$ cat src/rtl/mix_columns_seq.sv
// -----------------------------------------------------------------------------
// mix_columns_seq
//   Iterative AES MixColumns stage that sits after shiftRows in the round
//   datapath. It accepts one 128-bit state over a valid/ready handshake.
//   For rounds 1..9 it transforms COLS_PER_CYCLE columns per clock and then
//   presents the result. Round 10, and any round outside 1..9, passes the
//   state straight through one register.
//
//   Parameters
//     COLS_PER_CYCLE : columns transformed per CALC cycle (1, 2 or 4)
//
//   Ports
//     clk       : clock, rising edge
//     rst_n     : synchronous reset, active low
//     round     : round number, sampled together with text_in on accept
//     in_valid  : text_in/round valid
//     in_ready  : stage can accept (IDLE only, forced low during reset)
//     text_in   : 128-bit state from shiftRows
//     out_valid : text_out valid
//     out_ready : consumer accepts text_out
//     text_out  : registered result
//
//   state | meaning
//   ------+---------------------------------------------------------------
//   IDLE  | waiting for an input state, in_ready high
//   CALC  | transforming columns cnt..cnt+COLS_PER_CYCLE-1 each cycle
//   DONE  | text_out valid, held until out_ready
// -----------------------------------------------------------------------------
module mix_columns_seq #(
  parameter int COLS_PER_CYCLE = 1
) (
  input  logic         clk,
  input  logic         rst_n,
  input  logic [3:0]   round,
  input  logic         in_valid,
  output logic         in_ready,
  input  logic [127:0] text_in,
  output logic         out_valid,
  input  logic         out_ready,
  output logic [127:0] text_out
);

  typedef enum logic [1:0] {
    IDLE = 2'd0,
    CALC = 2'd1,
    DONE = 2'd2
  } state_t;

  state_t         state_q, state_d;
  logic [1:0]     cnt_q, cnt_d;
  logic [127:0]   work_q, work_d;
  logic [127:0]   text_out_q, text_out_d;

  logic [2:0]     cnt_sum;
  logic [127:0]   work_mixed;
  logic           accept;
  logic           mix_round;

  function automatic logic [7:0] xtime(input logic [7:0] b);
    return {b[6:0], 1'b0} ^ (b[7] ? 8'h1b : 8'h00);
  endfunction

  // One MixColumns column; row 0 is the most significant byte.
  function automatic logic [31:0] mix_col(input logic [31:0] col);
    logic [7:0] s0, s1, s2, s3;
    s0 = col[31:24];
    s1 = col[23:16];
    s2 = col[15:8];
    s3 = col[7:0];
    return {xtime(s0) ^ xtime(s1) ^ s1 ^ s2 ^ s3,
            s0 ^ xtime(s1) ^ xtime(s2) ^ s2 ^ s3,
            s0 ^ s1 ^ xtime(s2) ^ xtime(s3) ^ s3,
            xtime(s0) ^ s0 ^ s1 ^ s2 ^ xtime(s3)};
  endfunction

  assign in_ready  = rst_n && (state_q == IDLE);
  assign out_valid = (state_q == DONE);
  assign text_out  = text_out_q;
  assign accept    = in_valid && in_ready;
  assign mix_round = (round >= 4'd1) && (round <= 4'd9);

  // Column window for this CALC cycle. cnt_sum[2] marks that column 3 is
  // finished; the low bits are the wrapped next counter value.
  always_comb begin
    cnt_sum    = {1'b0, cnt_q} + 3'(COLS_PER_CYCLE);
    work_mixed = work_q;
    for (int c = 0; c < 4; c++) begin
      if ((3'(c) >= {1'b0, cnt_q}) && (3'(c) < cnt_sum)) begin
        work_mixed[127-32*c -: 32] = mix_col(work_q[127-32*c -: 32]);
      end
    end
  end

  always_comb begin
    state_d    = state_q;
    cnt_d      = cnt_q;
    work_d     = work_q;
    text_out_d = text_out_q;
    case (state_q)
      IDLE: begin
        if (accept) begin
          work_d = text_in;
          cnt_d  = 2'd0;
          if (mix_round) begin
            state_d = CALC;
          end else begin
            text_out_d = text_in;
            state_d    = DONE;
          end
        end
      end
      CALC: begin
        work_d = work_mixed;
        cnt_d  = cnt_sum[1:0];
        if (cnt_sum[2]) begin
          text_out_d = work_mixed;
          state_d    = DONE;
        end
      end
      DONE: begin
        if (out_ready) begin
          state_d = IDLE;
        end
      end
      default: begin
        state_d = IDLE;
      end
    endcase
  end

  always_ff @(posedge clk) begin
    if (!rst_n) begin
      state_q    <= IDLE;
      cnt_q      <= 2'd0;
      work_q     <= '0;
      text_out_q <= '0;
    end else begin
      state_q    <= state_d;
      cnt_q      <= cnt_d;
      work_q     <= work_d;
      text_out_q <= text_out_d;
    end
  end

endmodule
$ cat config.mk
export PLATFORM = sky130hd
export DESIGN_NAME = mix_columns_seq
export DESIGN_NICKNAME = d
export VERILOG_FILES = /design/src/rtl/mix_columns_seq.sv
export SDC_FILE = /design/constraint.sdc
export NUM_CORES = 1
export LEC_CHECK = 0
export CORE_MARGIN = 3
export CORE_UTILIZATION = 40
export DETAILED_ROUTE_END_ITERATION = 16
export PLACE_DENSITY_LB_ADDON = 0.2
export REMOVE_ABC_BUFFERS = 1
export SYNTH_ARGS = -nofsm -noshare
export SYNTH_HDL_FRONTEND = slang
export SYNTH_SLANG_ARGS = --single-unit
$ cat constraint.sdc
create_clock -name clk -period 2.1 [get_ports clk]
set_input_delay 0.42 -clock clk [delete_from_list [all_inputs] [get_ports clk]]
set_output_delay 0.42 -clock clk [all_outputs]
set_load 0.005 [all_outputs]
==> results of run 1 <==
-- synth_stat cells (2+ instances only) --
cell type	n	area (sq um)
xnor2_1	322	2820
o21ai_0	319	1600
dfxtp_1	260	5200
a21oi_1	127	636
nand2_1	127	477
clkbuf_1	120	450
inv_1	99	372
nand3_1	93	465
o211ai_1	89	668
xor2_1	79	692
o21ai_1	68	340
buf_2	49	245
nor2_1	44	165
a22oi_1	27	203
a31oi_1	22	138
clkbuf_2	21	105
a222oi_1	19	190
a211oi_1	12	90.1
buf_4	12	90.1
buf_6	12	135
nor3_1	10	50.1
buf_1	9	33.8
nor2b_1	8	50.1
nor4_1	8	50.1
nor3b_1	7	52.6
a21o_1	6	45.0
nand3b_1	6	45.0
and2_1	5	31.3
xnor2_2	5	81.3
xnor3_1	5	113
a21boi_0	4	30.0
a311oi_1	4	35.0
ha_1	4	50.1
mux2i_1	4	40.0
nand2b_1	4	25.0
o21bai_1	3	22.5
or2_2	3	18.8
xor2_2	3	48.8
a22o_1	2	17.5
o21a_1	2	15.0
o221a_2	2	22.5
o32a_1	2	20.0
-- worst min path at each step --
stage,end,slack [ns],depth (start not counted)
floorplan,text_out[1],0.45,2
global placement,text_out[1],0.45,2
detailed placement,text_out[88],0.45,2
CTS,work_q[68],0.40,3
global route,work_q[68],0.40,3
finish,work_q[68],0.39,3
-- per-layer routing --
layer	up-vias	track usage, %	routed length (um)
li1	7269	-	-
met1	6960	30.9	22900
met2	410	37.2	22500
met3	68	3.37	2790
met4	2	5.75	1280
met5	-	0	13
-- area by class of cell --
class                      instances  area [sq um]  share of cell area (%)
multi-input combinational       1452          9470                    46.8
sequential                       260          5210                    25.8
clock inverter                    10          75.1                   0.371
tap                              518           648                    3.20
clock buffer                      44           885                    4.37
timing repair buffer             344          3560                    17.6
inverter                          99           375                    1.86
-- cells by family after synthesis --
logic type,count (synthesis)
AOI/OAI and AO/OA,710
xor gates and xnor gates,415
buffers and inverters,322
and+or+nand+nor,319
DFF,260
muxes,4
adders and majority gates,4
-- power breakdown --
group / internal [W] / switching (W) / total, W
logic: 0.00289 / 0.00279 / 0.00568
clock network: 0.00301 / 0.00219 / 0.00521
registers: 0.00535 / 0.000579 / 0.00593
total: 0.0112 / 0.00557 / 0.0168
-- timing repair --
action / in CTS / in global routing
gates cloned: 0 / 1
endpoints found under the setup margin: 9 / 8
buffers inserted: 0 / 0
gates resized for setup: 5 / 5
pin swaps: 0 / 0
-- state kept, by name, indices dropped and copies added (netlist names) --
| name | count |
|---|---|
| state_q | 2 |
| cnt_q | 2 |
| text_out | 128 |
| work_q | 128 |
-- metrics by stage --
step / cell area (sq um) / std cells
after floorplan: 15000 / 1811
after global placement: 19200 / 2672
after detailed placement: 19200 / 2672
after CTS: 20200 / 2726
after global routing: 20200 / 2727
final: 20200 / 2727
-- worst reg2reg max path, cell delays in order (launching register included) --
cell	delay, ns
dfxtp_1	0.38
ha_1	0.21
nand2_1	0.07
a21o_1	0.24
nor2_4	0.25
buf_12	0.24
buf_12	0.18
o211ai_1	0.08
o21ai_0	0.19
-- layout by cell type (no fill, tap or decap), drive strengths merged, types with 2 or more instances in the layout --
master,netlist,layout
a311oi,4,4
nand2b,4,4
mux2i,4,4
xnor2,327,327
inv,99,98
xor2,83,83
nand3b,6,6
o32a,2,2
nand3,93,93
xnor3,5,5
clkinv,0,9
a21oi,127,127
clkdlybuf4s50,0,262
o211ai,89,89
nor2b,8,8
buf,82,79
or2,4,4
and2,5,5
o21ai,387,387
nand2,127,127
o21a,2,2
a22o,2,2
a21o,6,6
a22oi,27,27
a21boi,4,4
o21bai,3,3
nor4,8,8
ha,4,4
nor3,10,10
nor3b,7,7
o221a,2,2
a222oi,19,19
dfxtp,260,260
a211oi,12,12
a31oi,22,22
nor2,45,45
clkbuf,141,46
==> results_dict.tcl, run 1 <==
set metrics [dict create \
    dr.pass1.iters 7 \
    yosys.area_share.simple_pct 9.14 \
    syn-instance-count 2034 \
    cts_tree "built" \
    postLayoutSetupSlackWorst_ns 0.100 \
    initial_utilization_pct 41.0 \
    wl_per_cell_um 18.2 \
    antenna_found_initial 1 \
    cp-endpoint "text_out[38]" \
    cellLeakagePower_nw 6.88 \
    syn_area_per_cell_sq_um 7.90 \
    synth_top_family_by_area "compound AO/OA/AOI/OAI gates" \
    hold_viol_final 0 \
    synth_area_sq_mm 0.0161 \
    synth_xor_area_share_pct 23.5 \
    period_needed_ns 2.00 \
    yosys.area_share.adder_pct 0.312 \
    clk_path_buf_depth 3 \
    rows 72 \
    crit_slowest_cell "nor4_2" \
    fin_util_pct 51.6 \
    reg2reg_setup_slack_ns 0.16 \
    reg2reg_to "text_out[38]" \
    synthArstFlopShare_pct 0 \
    layout-drive-gt1-share_pct 7.15 \
    clockRootBuffer "clkbuf_16" \
    fin_skew_ns 0.00772 \
    grt_use_total_pct 22.5 \
    reg2reg_depth 8 \
    drt-initial-drc-count 884 \
    num_vias 14700 \
    power_w 0.0168 \
    tns_ns 0 \
    grt_max_degree 109 \
    drc 0 \
    clk_pin_slew_worst_paths_ns 0.06 \
    min_path_type "input pin to register" \
    nets 2327 \
    p_per_area_mw_per_mm2 831 \
    endpoint_kind "register" \
    htree_levels 1 \
    cpPeakStageDelay_ns 0.44 \
    synth_mux_area_share_pct 0.249 \
    die_h_um 206 \
    fillers 3745 \
    wirelength_mm 49.5 \
    diodes 0 \
    gp_congestion 0.858 \
    cp_max_fo 21 \
    port_buffers 265 \
    setup_viol 0 \
    synth_edf_count 0 \
    pin_count 266 \
    grt_pass1_wl_mm 78.5 \
    die_x_um 206 \
    yosysWarningCount 0 \
    routed_via_density 5.39 \
    worstSkewPairLatency_ns 0.57 \
    crit_path_start "round[3]" \
    crit_chain "clkdlybuf4s50_1, nor4_2, nor4b_2, buf_4, nor2_4, buf_12, buf_12, o211ai_1, o21ai_0" \
    relSlewSlack_pct 62.1 \
    cp_top_family "buffers and inverters" \
    cpMostUsedCell "buf_12" \
    yosysSeqAreaShare_pct 32.4 \
    ys_types 49 \
    ys_ff_latch 260 \
    synthFlopType "dfxtp_1" \
    dp_hpwl_mm 34.3 \
    ant_nets 0 \
    syn2layout_area_growth_pct 25.9 \
    cap_violations 0 \
    cp.depth 9 \
    fin_crit_sh_pct 95.2 \
    synth_compound_area_share_pct 25.4 \
    fmax_ghz 0.500 \
    die-area_sq_mm 0.0426 \
    critPathRequiredTime_ns 2.59 \
    cp_data_arrival_time_ns 2.49 \
    numCtsBuffers 30 \
    coreArea_sq_mm 0.0392 \
    grt-ovfl-total 0 \
    grt_pass1_vias 14600 \
    vdd_ir_drop_max_v 0.000613 \
    dp_slack_ns -0.613 \
    whs_ns 0.386 \
    status "finished clean" \
    clock-sinks 260 \
    r2r_start "cnt_q[0]" \
    slew_viol_final 0 \
    worstSetupPathType "input pin to register" \
    cts_hold_buffers 0 \
    worstHoldStart "rst_n" \
    worst_slew_pin_slew_ns 0.566 \
    start_kind "input pin" \
    crit_buf_inv 4 \
]
(Power assumes the default switching activity.)
==> run 2, diff against run 1 <==
--- a/config.mk
+++ b/config.mk
@@ -5,10 +5,11 @@
 export SDC_FILE = /design/constraint.sdc
 export NUM_CORES = 1
 export LEC_CHECK = 0
+export CAP_MARGIN = 20
 export CORE_MARGIN = 3
 export CORE_UTILIZATION = 40
 export DETAILED_ROUTE_END_ITERATION = 16
-export PLACE_DENSITY_LB_ADDON = 0.2
+export PLACE_DENSITY = 0.74
 export REMOVE_ABC_BUFFERS = 1
 export SYNTH_ARGS = -nofsm -noshare
 export SYNTH_HDL_FRONTEND = slang
==> results_dict.tcl, run 2 (same netlist as run 1, synthesis figures left out) <==
set metrics [dict create \
    initial_utilization_pct 41.0 \
    die_x_um 206 \
    nets 2331 \
    min_path_type "input pin to register" \
    drt-initial-drc-count 988 \
    relSlewSlack_pct 40.9 \
    numCtsBuffers 30 \
    clk_path_buf_depth 3 \
    clockRootBuffer "clkbuf_16" \
    ant_nets 0 \
    hold_end "work_q[11]" \
    grt_pass1_wl_mm 80.3 \
    period_needed_ns 1.96 \
    die_h_um 206 \
    fmax_ghz 0.510 \
    whs_ns 0.149 \
    htree_levels 1 \
    clk_pin_slew_worst_paths_ns 0.06 \
    port_buffers 265 \
    cap_violations 0 \
    cts_hold_buffers 0 \
    p_per_area_mw_per_mm2 846 \
    setup_viol 0 \
    dp_hpwl_mm 34.9 \
    pin_count 266 \
    wl_per_cell_um 18.4 \
    antenna_found_initial 0 \
    layout_common_cells "xnor2_1, o21ai_0, clkdlybuf4s50_1" \
    reg2reg_to "work_q[54]" \
    final_common_cell "xnor2_1" \
    grt-ovfl-total 0 \
    vdd_ir_drop_max_v 0.000607 \
    diodes 0 \
    dr.pass1.iters 6 \
    fin_util_pct 52.1 \
    cp_data_arrival_time_ns 1.54 \
    layout-drive-gt1-share_pct 7.28 \
    drc 0 \
    grt_pass1_vias 15100 \
    coreArea_sq_mm 0.0392 \
    clock-sinks 260 \
    start_kind "register" \
    endpoint_kind "output port" \
    worstSetupPathType "register to output port" \
    num_vias 15100 \
    hold_viol_final 0 \
    worst_slew_pin_slew_ns 0.887 \
    fin_skew_ns 0.0101 \
    wirelength_mm 50.1 \
    critPathRequiredTime_ns 1.68 \
    grt_max_degree 198 \
    status "finished clean" \
    grt_use_total_pct 23.0 \
    reg2reg_depth 6 \
    fin_crit_sh_pct 93.3 \
    worstHoldStart "rst_n" \
    r2r_start "cnt_q[0]" \
    holdPathStages 2 \
    slew_viol_final 0 \
    worstSkewPairLatency_ns 0.57 \
    syn2layout_area_growth_pct 27.1 \
    die-area_sq_mm 0.0426 \
    gp_congestion 0.880 \
    routed_via_density 5.54 \
    cts_tree "built" \
    cp_max_fo 28 \
    rsz0062_at_grt "no" \
    rows 72 \
    cellLeakagePower_nw 6.97 \
    reg2reg_setup_slack_ns 0.15 \
]
-- run 2: worst max-delay path by stage --
stage	start	to	slack (ns)	cells past startpoint
floorplan	state_q[0]	text_out[20]	-6.46	4
global placement	round[2]	text_out[85]	-0.42	8
detailed placement	round[1]	text_out[80]	-0.46	8
CTS	state_q[0]	text_out[80]	0.03	6
global route	cnt_q[0]	work_q[45]	0.006	6
finish	state_q[0]	out_valid	0.14	3
-- run 2: report_power, final --
part / internal [W] / switching, W
Combinational: 0.00292 / 0.00287
Sequential: 0.00535 / 0.000571
Clock: 0.00339 / 0.00218
Total: 0.0117 / 0.00562
-- run 2: repair_timing --
| item | 4_1_cts | 5_1_grt |
|---|---|---|
| setup buffers | 5 | 0 |
| gates resized for setup | 8 | 4 |
| hold endpoints to repair | 0 | 0 |
| setup endpoints to repair | 2 | 34 |
| gates cloned | 1 | 0 |
-- run 2: through the flow --
stage / total power (W) / TNS (ns) / worst slack (ns) / cells / area (sq um)
2_1_floorplan: 0.00983 / -1370.15 / -6.46 / 1811 / 15000
3_3_place_gp: 0.0116 / -40.29 / -0.420 / 2671 / 19300
3_5_place_dp: 0.0117 / -39.48 / -0.458 / 2671 / 19300
4_1_cts: 0.0174 / 0 / 0.0258 / 2731 / 20400
5_1_grt: 0.0182 / 0 / 0.00576 / 2731 / 20400
6_report: 0.0173 / 0 / 0.141 / 2731 / 20400
-- run 2: metal layers --
metal  GRT usage (%)  wire, um
met3            3.40      3320
met1            30.7     22000
met4            7.15      1270
met2            38.2     23600
met5               0         0
-- run 2: layout make-up --
class / instances / area, sq um
clock buffers: 43 / 881
clock inverters: 11 / 164
fillers: 3585 / 18800
inverters: 99 / 375
multi-input cells: 1452 / 9480
flip-flops and latches: 260 / 5210
well taps: 518 / 648
repair buffers: 348 / 3660
-- run 2: critical path: stages, from the launching register on --
cell           delay [ns]
dfxtp_4              0.40
buf_16               0.21
nor2_1               0.06
dlygate4sd2_1        0.28
==> run 3, diff against run 2 <==
--- a/config.mk
+++ b/config.mk
@@ -8,9 +8,11 @@
 export CAP_MARGIN = 20
 export CORE_MARGIN = 3
 export CORE_UTILIZATION = 40
+export CTS_BUF_LIST = sky130_fd_sc_hd__clkbuf_2
 export DETAILED_ROUTE_END_ITERATION = 16
 export PLACE_DENSITY = 0.74
 export REMOVE_ABC_BUFFERS = 1
 export SYNTH_ARGS = -nofsm -noshare
 export SYNTH_HDL_FRONTEND = slang
 export SYNTH_SLANG_ARGS = --single-unit
+export TNS_END_PERCENT = 100
==> results_dict.tcl, run 3 (same netlist as run 1, synthesis figures left out) <==
set metrics [dict create \
    endpoint_kind "output port" \
    period_needed_ns 2.18 \
    r2r_start "state_q[0]" \
    vdd_ir_drop_max_v 0.000401 \
    worstHoldStart "text_in[18]" \
    wl_per_cell_um 18.5 \
    dp.cells 2671 \
    critPathRequiredTime_ns 1.68 \
    hold_viol_final 0 \
    die_x_um 206 \
    cts_tree "built" \
    grt-ovfl-total 0 \
    postLayoutSetupSlackWorst_ns -0.0780 \
    die-area_sq_mm 0.0426 \
    pin_count 266 \
    dr.pass1.iters 9 \
    final_common_cell "xnor2_1" \
    p_per_area_mw_per_mm2 757 \
    slew_viol_final 0 \
    grt_pass1_vias 15400 \
    ant_nets 0 \
    routed_via_density 5.54 \
    failed_checks "setup timing" \
    clockRootBuffer "clkbuf_2" \
    fmax_ghz 0.459 \
    num_vias 15600 \
    port_buffers 265 \
    status "complete, but fails checks" \
    drc 0 \
    worstSkewPairLatency_ns 1.00 \
    relSlewSlack_pct 39.4 \
    clk_path_buf_depth 3 \
    worst_slew_pin_slew_ns 0.908 \
    fillers 3706 \
    place_area_sq_mm 0.0193 \
    die_h_um 206 \
    antenna_found_initial 2 \
    worstSetupPathType "register to output port" \
    cp_max_fo 4 \
    rsz0062_at_grt "yes" \
    cap_violations 0 \
    nets 2399 \
    wirelength_mm 52.2 \
    coreArea_sq_mm 0.0392 \
    postLayoutCellArea_sq_mm 0.0202 \
    layout_common_cells "xnor2_1, o21ai_0, dfxtp_1" \
    grt_max_degree 198 \
    htree_levels 3 \
    fin_util_pct 51.6 \
    initial_utilization_pct 41.0 \
    min_path_type "input pin to register" \
    clock-sinks 260 \
    dp_hpwl_mm 34.9 \
    start_kind "register" \
    instances_no_fill 2822 \
    fin_skew_ns 0.0821 \
    clk_pin_slew_worst_paths_ns 0.10 \
    layout-drive-gt1-share_pct 14.0 \
    dp_slack_ns -0.458 \
    syn2layout_area_growth_pct 25.9 \
    grt_pass1_wl_mm 81.4 \
    fin_crit_sh_pct 104 \
    setup_viol 2 \
    rows 72 \
    grt_use_total_pct 23.6 \
    cp_data_arrival_time_ns 1.76 \
    numCtsBuffers 74 \
    crit_path_start "state_q[1]" \
    cellLeakagePower_nw 7.59 \
    gp_congestion 0.880 \
    drt-initial-drc-count 1111 \
    reg2reg_setup_slack_ns 0.10 \
]
[run 3: timing repair]
action / 4_1_cts / 5_1_grt
endpoints found under the hold margin: 13 / 0
pin swaps: 3 / 5
gates cloned: 2 / 4
hold buffers: 4 / 0
setup endpoints to repair: 130 / 144
buffers inserted: 10 / 11
gates resized for setup: 249 / 7
[run 3: final cells by class]
cell class	count	area (sq um)	share of cell area [%]
multi-input combinational	1452	9490	46.9
sequential	260	5300	26.2
timing repair buffer	372	3830	18.9
tap	518	648	3.20
clock buffer	104	520	2.57
inverter	99	375	1.86
clock inverter	15	61.3	0.303
antenna	2	5.00	0.0247
[run 3: path summary, 6_finish.rpt]
path | end | cells after the start
max | out_valid | 3
min | text_out[18] | 3
max reg2reg | text_out[48] | 9
min reg2reg | text_out[1] | 2
[run 3: where the power goes]
group / internal, W / total [W] / switching, W
combinational: 0.00290 / 0.00581 / 0.00291
sequential: 0.00535 / 0.00592 / 0.000567
clock: 0.00131 / 0.00359 / 0.00228
[run 3: critical path, cell delays in order, from the launching register on]
cell and delay (ns):
dfxtp_4 0.40, clkinvlp_4 0.15, nor2_2 0.10, buf_2 0.15
[run 3: per-stage QoR]
stage                     hold slack, ns   TNS, ns  total power (W)
after CTS                        0.00546    -0.416           0.0153
after floorplan                    0.446  -1370.15          0.00983
after detailed placement           0.450    -39.48           0.0117
after global routing              0.0774    -0.397           0.0163
after global placement             0.444    -40.29           0.0116
final                              0.121    -0.153           0.0153
[run 3: metal layers]
layer  wire length [um]  global-route usage [%]  vias up
li1                   -                       -     7451
met1              22500                    30.7     7448
met2              24700                    38.8      658
met3               3970                    4.87       84
met4               1090                    8.29        0
met5                  0                       0        -
